[src/rtl/drawline.sv]
// Bresenham line rasteriser for the 160x120 3-bit-colour VGA plot port.
// Emits one registered pixel write per clock; done is level, four-phase with start.
module drawline (
    input  logic       clk,
    input  logic       rst_n,
    input  logic       start,
    input  logic [2:0] colour,
    input  logic [7:0] x0,
    input  logic [6:0] y0,
    input  logic [7:0] x1,
    input  logic [6:0] y1,
    output logic       done,
    output logic [7:0] vga_x,
    output logic [6:0] vga_y,
    output logic [2:0] vga_colour,
    output logic       vga_plot
);

    typedef enum logic [1:0] {
        IDLE,
        INIT,
        DRAW,
        DONE
    } state_t;

    state_t state_q, state_d;

    logic [7:0] x0_q, x0_d, x1_q, x1_d;
    logic [6:0] y0_q, y0_d, y1_q, y1_d;
    logic [2:0] col_q, col_d;

    logic signed [11:0] dx_q, dx_d;
    logic signed [11:0] dy_q, dy_d;
    logic signed [11:0] err_q, err_d;
    logic               sx_neg_q, sx_neg_d;
    logic               sy_neg_q, sy_neg_d;
    logic signed [8:0]  x_q, x_d;
    logic signed [7:0]  y_q, y_d;

    logic       done_q, done_d;
    logic       plot_q, plot_d;
    logic [7:0] vga_x_q, vga_x_d;
    logic [6:0] vga_y_q, vga_y_d;
    logic [2:0] vga_col_q, vga_col_d;

    logic signed [11:0] xdiff, ydiff, adx, ady, e2;
    logic               at_end, on_screen;

    always_ff @(posedge clk or negedge rst_n) begin
        if (!rst_n) begin
            state_q   <= IDLE;
            x0_q      <= '0;
            x1_q      <= '0;
            y0_q      <= '0;
            y1_q      <= '0;
            col_q     <= '0;
            dx_q      <= '0;
            dy_q      <= '0;
            err_q     <= '0;
            sx_neg_q  <= 1'b0;
            sy_neg_q  <= 1'b0;
            x_q       <= '0;
            y_q       <= '0;
            done_q    <= 1'b0;
            plot_q    <= 1'b0;
            vga_x_q   <= '0;
            vga_y_q   <= '0;
            vga_col_q <= '0;
        end else begin
            state_q   <= state_d;
            x0_q      <= x0_d;
            x1_q      <= x1_d;
            y0_q      <= y0_d;
            y1_q      <= y1_d;
            col_q     <= col_d;
            dx_q      <= dx_d;
            dy_q      <= dy_d;
            err_q     <= err_d;
            sx_neg_q  <= sx_neg_d;
            sy_neg_q  <= sy_neg_d;
            x_q       <= x_d;
            y_q       <= y_d;
            done_q    <= done_d;
            plot_q    <= plot_d;
            vga_x_q   <= vga_x_d;
            vga_y_q   <= vga_y_d;
            vga_col_q <= vga_col_d;
        end
    end

    always_comb begin
        state_d   = state_q;
        x0_d      = x0_q;
        x1_d      = x1_q;
        y0_d      = y0_q;
        y1_d      = y1_q;
        col_d     = col_q;
        dx_d      = dx_q;
        dy_d      = dy_q;
        err_d     = err_q;
        sx_neg_d  = sx_neg_q;
        sy_neg_d  = sy_neg_q;
        x_d       = x_q;
        y_d       = y_q;
        plot_d    = 1'b0;
        vga_x_d   = vga_x_q;
        vga_y_d   = vga_y_q;
        vga_col_d = vga_col_q;

        // Deltas are widened to 12 bits so 2*err never overflows.
        xdiff     = $signed({4'b0, x1_q}) - $signed({4'b0, x0_q});
        ydiff     = $signed({5'b0, y1_q}) - $signed({5'b0, y0_q});
        adx       = xdiff[11] ? -xdiff : xdiff;
        ady       = ydiff[11] ? -ydiff : ydiff;
        e2        = err_q <<< 1;
        at_end    = (x_q == $signed({1'b0, x1_q}))
                 && (y_q == $signed({1'b0, y1_q}));
        on_screen = (x_q[7:0] < 8'd160) && (y_q[6:0] < 7'd120);

        done_d    = (state_q == DONE) && start;

        unique case (state_q)
            IDLE: begin
                if (start) begin
                    x0_d    = x0;
                    y0_d    = y0;
                    x1_d    = x1;
                    y1_d    = y1;
                    col_d   = colour;
                    state_d = INIT;
                end
            end
            INIT: begin
                dx_d     = adx;
                dy_d     = -ady;
                err_d    = adx - ady;
                sx_neg_d = !(x0_q < x1_q);
                sy_neg_d = !(y0_q < y1_q);
                x_d      = $signed({1'b0, x0_q});
                y_d      = $signed({1'b0, y0_q});
                state_d  = DRAW;
            end
            DRAW: begin
                plot_d    = on_screen;
                vga_x_d   = x_q[7:0];
                vga_y_d   = y_q[6:0];
                vga_col_d = col_q;
                if (at_end) begin
                    state_d = DONE;
                end else begin
                    if (e2 >= dy_q) begin
                        err_d = err_d + dy_q;
                        x_d   = x_q + (sx_neg_q ? -9'sd1 : 9'sd1);
                    end
                    if (e2 <= dx_q) begin
                        err_d = err_d + dx_q;
                        y_d   = y_q + (sy_neg_q ? -8'sd1 : 8'sd1);
                    end
                end
            end
            DONE: begin
                if (!start) state_d = IDLE;
            end
            default: state_d = IDLE;
        endcase
    end

    assign done       = done_q;
    assign vga_plot   = plot_q;
    assign vga_x      = vga_x_q;
    assign vga_y      = vga_y_q;
    assign vga_colour = vga_col_q;

endmodule

[config.mk]
export PLATFORM = sky130hd
export DESIGN_NAME = drawline
export DESIGN_NICKNAME = d
export VERILOG_FILES = /design/src/rtl/drawline.sv
export SDC_FILE = /design/constraint.sdc
export NUM_CORES = 1
export LEC_CHECK = 0
export CORE_MARGIN = 2
export CORE_UTILIZATION = 60
export CTS_CLUSTER_DIAMETER = 40
export DETAILED_ROUTE_END_ITERATION = 7
export HOLD_SLACK_MARGIN = 0.03
export PLACE_DENSITY = 0.88
export SETUP_SLACK_MARGIN = 0.2
export SKIP_CTS_REPAIR_TIMING = 1
export SYNTH_ARGS = -nofsm -noshare
export SYNTH_HDL_FRONTEND = slang
export SYNTH_SLANG_ARGS = --single-unit
export TNS_END_PERCENT = 1
[constraint.sdc]
create_clock -name clk -period 5.6 [get_ports clk]
set_input_delay 0.84 -clock clk [delete_from_list [all_inputs] [get_ports clk]]
set_output_delay 0.84 -clock clk [all_outputs]
set_load 0.1 [all_outputs]
==> results of run 1 <==
==> worst paths after layout <==
check | from | end | slack [ps] | cells after the start
setup / recovery | err_q[0] | err_q[10] | 620 | 16
setup reg to reg | err_q[0] | err_q[10] | 620 | 16
min in group asynchronous | rst_n | err_q[1] | 610 | 1
max in group asynchronous | rst_n | x1_q[5] | 3940 | 2
hold reg to reg | dx_q[11] | dx_q[11] | 480 | 2
hold / removal | dx_q[11] | dx_q[11] | 480 | 2
==> cells in the mapped netlist (4+ instances only) <==
master	instances
or3_2	4
and3_1	4
nand3_1	13
nand2_1	50
xnor2_1	49
nor2_1	58
mux2i_1	19
inv_1	86
dfrtp_1	109
o21a_1	7
o211ai_1	5
buf_1	4
a21boi_0	5
o221ai_1	4
a21o_1	12
o31a_1	4
ha_1	87
nor4_1	4
xor2_1	16
a21oi_1	55
clkbuf_1	13
mux2_2	65
o21ai_0	63
fa_1	7
o21bai_1	9
nand2b_1	8
nor2b_1	12
nand4_1	13
nor3_1	19
==> flip-flops by register name (all words and copies together), names as in the netlist, 2 cells and up <==
signal	cells
dx_q	12
x0_q	8
state_q	2
err_q	11
vga_colour	3
y1_q	7
vga_x	8
dy_q	12
vga_y	7
x1_q	8
y0_q	7
x_q	9
col_q	3
y_q	8
==> layer usage <==
metal,vias to the layer above,wire length [um],global-route usage
met5,-,0,0
met4,0,703,0.131
met3,50,829,0.0376
met2,185,9260,0.469
met1,3270,8510,0.367
li1,3212,-,-
==> cell type report <==
type	count	area share
timing repair buffer	60	0.0630
tap	176	0.0237
inverter	87	0.0352
clock inverter	6	0.00579
sequential	109	0.294
clock buffer	10	0.0257
multi-input combinational	660	0.553
==> cell usage in the layout (no fill, tap or decap), types with 4 or more instances in the layout <==
master,synthesis,layout
o221ai_1,4,4
o21a_1,7,7
clkbuf_16,0,9
a21oi_1,55,55
nand2b_1,8,8
buf_4,0,6
a21o_1,12,12
dfrtp_1,109,109
nor4_1,4,4
a21boi_0,5,5
o31a_1,4,4
clkdlybuf4s50_1,0,54
nor3_1,19,19
mux2_2,65,65
inv_1,86,86
xnor2_1,49,49
nand4_1,13,13
o21ai_0,63,63
or3_2,4,4
nand2_1,50,50
o21bai_1,9,9
xor2_1,16,16
fa_1,7,7
nor2_1,58,58
nor2b_1,12,12
mux2i_1,19,19
o211ai_1,5,5
and3_1,4,4
ha_1,87,86
nand3_1,13,13
==> stage by stage <==
stage / hold slack [ps] / util / instance area (um^2) / setup WS [ps] / std cells
after floorplan: 449 / - / 8290 / 1220 / 877
after global placement: 470 / 0.674 / 9000 / 848 / 1092
after global routing: 510 / 0.696 / 9290 / 278 / 1108
final: 484 / 0.696 / 9290 / 620 / 1108
after CTS: 491 / 0.696 / 9290 / 612 / 1108
after detailed placement: 474 / 0.674 / 9000 / 677 / 1092
==> logic make-up (layout without fill, tap and decap cells) <==
logic type | after synthesis | in the layout | share of synthesized area
AOI/OAI and AO/OA | 207 | 207 | 0.164
xor gates and xnor gates | 66 | 66 | 0.0707
adders and majority gates | 94 | 94 | 0.148
buffers and inverters | 108 | 163 | 0.0516
DFF | 109 | 109 | 0.329
muxes | 84 | 84 | 0.111
other | 2 | 3 | 0.000906
and+or+nand+nor | 206 | 206 | 0.124
==> worst register-to-register path, stage by stage, from the launching register on <==
cell and delay, ps:
dfrtp_1 440, ha_1 290, nor2b_1 120, o211ai_1 90, a2111oi_0 410, o31a_1 520
mux2_2 410, ha_1 210, fa_1 410, a21oi_1 230, o211ai_1 200, o311a_1 390
o21a_1 190, o311ai_0 350, xnor2_1 180, mux2_2 350, a31oi_1 120
==> results.json, run 1 <==
{
  "drt_iter0_drc": 321,
  "drc": 0,
  "cpPeakStageDelay_ps": 520,
  "antenna_left": 0,
  "ys_seq_area_frac": 0.329,
  "htreeDepth": 3,
  "min_path_type": "flop to flop",
  "critPathKind": "flop to flop",
  "final.setup.tns_ps": 0,
  "cts_buffers": 9,
  "fin_crit_sh": 0.889,
  "viasPerCell": 6.06,
  "grt_max_degree": 72,
  "synth_area_um2": 8290,
  "vias": 6717,
  "syn_inst": 876,
  "syn_area_per_cell_um2": 9.46,
  "clk_latency_ps": 360,
  "setup_violations": 0,
  "critPathSlowestCell": "o31a_1",
  "slew_headroom": 0.295,
  "nNetsFinal": 1057,
  "cap_viol_max_count": 0,
  "ys.flop_type": "dfrtp_1",
  "cp_data_required_time_ps": 5890,
  "n_fill_cell": 965,
  "drive_above_1_share": 0.123,
  "status": "completed",
  "overflow": 0,
  "diodes": 0,
  "first_pass_iters": 7,
  "track_usage": 0.282,
  "cp.arrival_ps": 5270,
  "rsz0062_at_grt": "false",
  "ys_seq_elements": 109,
  "path_clk_slew_ps": 80,
  "crit_chain": "ha_1 -> nor2b_1 -> o211ai_1 -> a2111oi_0 -> o31a_1 -> mux2_2 -> ha_1 -> fa_1 -> a21oi_1 -> o211ai_1 -> o311a_1 -> o21a_1 -> o311ai_0 -> xnor2_1 -> mux2_2 -> a31oi_1",
  "cts_buffer_depth": 2,
  "synth_warnings": 0,
  "hold_violations": 0,
  "fmax_ghz": 0.201,
  "hpwl_um": 14200,
  "antenna_found_initial": 0,
  "ys_types": 78,
  "synth_edf_count": 0,
  "seqCellArea_um2": 2730,
  "start_kind": "flop",
  "yosysTopAreaCell": "dfrtp_1",
  "die_h_um": 122,
  "worstMarginPinSlew_ps": 1060,
  "core_area_um2": 13300,
  "cts_tree": "built",
  "placementRows": 42,
  "grt_pass1_wl_um": 32900,
  "wl_per_cell_um": 17.4,
  "die_w_um": 122,
  "skew_ps": 7.26,
  "finalMaxSlewViolations": 0,
  "start_util": 0.621,
  "grt_pass1_vias": 6824,
  "crit_path_end_kind": "flop",
  "crit_family": "compound AO/OA/AOI/OAI gates",
  "finalWirelength_um": 19300,
  "io_pins": 56,
  "die-area_um2": 14800,
  "finalWorstPathRequiredPeriod_ps": 4980,
  "critPathBufInv": 0,
  "yosysTopAreaCellShare": 0.329,
  "root_buffer": "clkbuf_16",
  "synthArstFlopShare": 1.00,
  "synth_area_leaders": "dfrtp_1, ha_1, mux2_2",
  "multi_input_area_um2": 5140,
  "synthToLayoutAreaGrowth_pct": 12.1,
  "worst-path-max-fanout": 12,
  "clkSinkCount": 109,
  "gp_congestion": 0.903,
  "portBuffers": 55
}
Power of run 1 is not shown: default switching activity piles up to over one toggle a cycle in this logic, so the estimate is an artifact.
==> inputs of run 2 (changes only) <==
HOLD_SLACK_MARGIN = 0.08   (was 0.03)
PLACE_DENSITY = 0.79   (was 0.88)
==> run 2 against run 1 <==
Compared with the run above: clock-buffer cell count shrank 1; register-to-register slack gained 97 ps; clock skew grew 1.8 ps; sequential share of layout area is essentially flat; core utilization is essentially flat; cell count is the same; first-iteration DRC count grew 0.93%; global-route usage shrank 2.1 points; critical endpoint unchanged; die area is the same; non-clock buffer count is the same; critical path depth is the same; highest routed layer unchanged.
==> results.json, run 2 (synthesized netlist as in run 1, its figures left out) <==
{
  "grt_pass1_wl_um": 30500,
  "antenna_found_initial": 0,
  "overflow": 0,
  "slew_headroom": 0.306,
  "largest_registers": "dx_q (12), dy_q (12), err_q (11)",
  "min_path_type": "flop to flop",
  "drive_above_1_share": 0.123,
  "gp_congestion": 0.861,
  "final_common_cell": "dfrtp_1",
  "multi_input_area_um2": 5140,
  "seqCellArea_um2": 2730,
  "vias": 6515,
  "critPathSlowestCell": "o31a_1",
  "die-area_um2": 14800,
  "drt_iter0_drc": 324,
  "track_usage": 0.261,
  "nNetsFinal": 1057,
  "finalWirelength_um": 18300,
  "hpwl_um": 13800,
  "reg2reg_to": "err_q[10]",
  "worst-path-stages": 16,
  "diodes": 0,
  "core_area_um2": 13300,
  "start_kind": "flop",
  "cp.arrival_ps": 5170,
  "htreeDepth": 3,
  "root_buffer": "clkbuf_16",
  "status": "completed",
  "cts_tree": "built",
  "n_fill_cell": 1079,
  "path_clk_slew_ps": 80,
  "synthToLayoutAreaGrowth_pct": 12.2,
  "grt_max_degree": 64,
  "viasPerCell": 5.88,
  "hold-worst-slack_ps": 495,
  "die_h_um": 122,
  "worstMarginPinSlew_ps": 1040,
  "first_pass_iters": 4,
  "crit_family": "compound AO/OA/AOI/OAI gates",
  "worst-path-max-fanout": 12,
  "clk_latency_ps": 360,
  "fin_crit_sh": 0.872,
  "antenna_left": 0,
  "ff2ff_setup_slack_ps": 720,
  "grt_pass1_vias": 6375,
  "io_pins": 56,
  "crit_path_end_kind": "flop",
  "crit_path_start": "err_q[0]",
  "clkSinkCount": 109,
  "cts_buffer_depth": 2,
  "hold_violations": 0,
  "cpPeakStageDelay_ps": 490,
  "crit_chain": "ha_1 -> nor2b_1 -> o211ai_1 -> a2111oi_0 -> o31a_1 -> mux2_2 -> ha_1 -> fa_1 -> a21oi_1 -> o211ai_1 -> o311a_1 -> o21a_1 -> o311ai_0 -> xnor2_1 -> mux2_2 -> a31oi_1",
  "skew_ps": 9.11,
  "final.setup.tns_ps": 0,
  "critPathKind": "flop to flop",
  "start_util": 0.621,
  "final_cell_mix": "dfrtp_1, inv_1, ha_1, mux2_2, o21ai_0",
  "setup_violations": 0,
  "die_w_um": 122,
  "reg2reg_depth": 16,
  "portBuffers": 55,
  "cp_data_required_time_ps": 5890,
  "drc": 0,
  "wl_per_cell_um": 16.5,
  "placementRows": 42,
  "finalMaxSlewViolations": 0,
  "reg2reg_from": "err_q[0]",
  "cap_viol_max_count": 0,
  "finalWorstPathRequiredPeriod_ps": 4880,
  "worstSetupEndpoint": "err_q[10]",
  "rsz0062_at_grt": "false",
  "fmax_ghz": 0.205,
  "cts_buffers": 9,
  "critPathBufInv": 0
}
[run 2: changes by cell type in the layout (fill, tap and decap cells not counted), sizes merged]
| cell | previous run | this run |
|---|---|---|
| bufinv | 0 | 1 |
| clkinvlp | 3 | 0 |
| clkinv | 0 | 4 |
| inv | 90 | 89 |
| clkbuf | 10 | 9 |
[run 2: metrics by stage]
stage,util,std cells,instance area (um^2),setup WS [ps]
final,0.696,1108,9290,717
after global routing,0.696,1108,9290,363
after CTS,0.696,1108,9290,675
after detailed placement,0.674,1092,9000,692
after global placement,0.674,1092,9000,787
after floorplan,-,877,8290,1220
[run 2: worst min path at each step]
stage | slack (ps) | depth (start not counted) | start | endpoint
6_report | 490 | 1 | dy_q[11] | dy_q[11]
5_1_grt | 520 | 1 | vga_x[4] | vga_x[4]
4_1_cts | 500 | 2 | dx_q[11] | dx_q[11]
3_5_place_dp | 480 | 2 | dx_q[11] | dx_q[11]
3_3_place_gp | 470 | 2 | dx_q[11] | dx_q[11]
2_1_floorplan | 450 | 2 | dx_q[11] | dx_q[11]
[run 2: cell type report]
cell class	count	share of cell area
inverters	87	0.0351
multi-input cells	660	0.553
flip-flops and latches	109	0.294
repair buffers	60	0.0630
well taps	176	0.0237
clock inverters	7	0.00767
clock buffers	9	0.0242
[run 2: layer usage]
metal	GRT usage	up-vias	share of wire
met5	0	-	0
met4	0.102	0	0.030
met3	0.0376	36	0.037
met2	0.446	120	0.48
met1	0.335	3149	0.46
li1	-	3210	-
[run 2: worst reg2reg max path, delay by kind of cell, from the launching register on]
| kind | cells | cell delay (ps) |
|---|---|---|
| flops | 1 | 440 |
| xor+xnor | 1 | 190 |
| mux | 2 | 770 |
| fa+ha+maj | 3 | 910 |
| simple gates | 1 | 120 |
| compound gates | 9 | 2370 |
Power of run 2 is left out for the same reason.
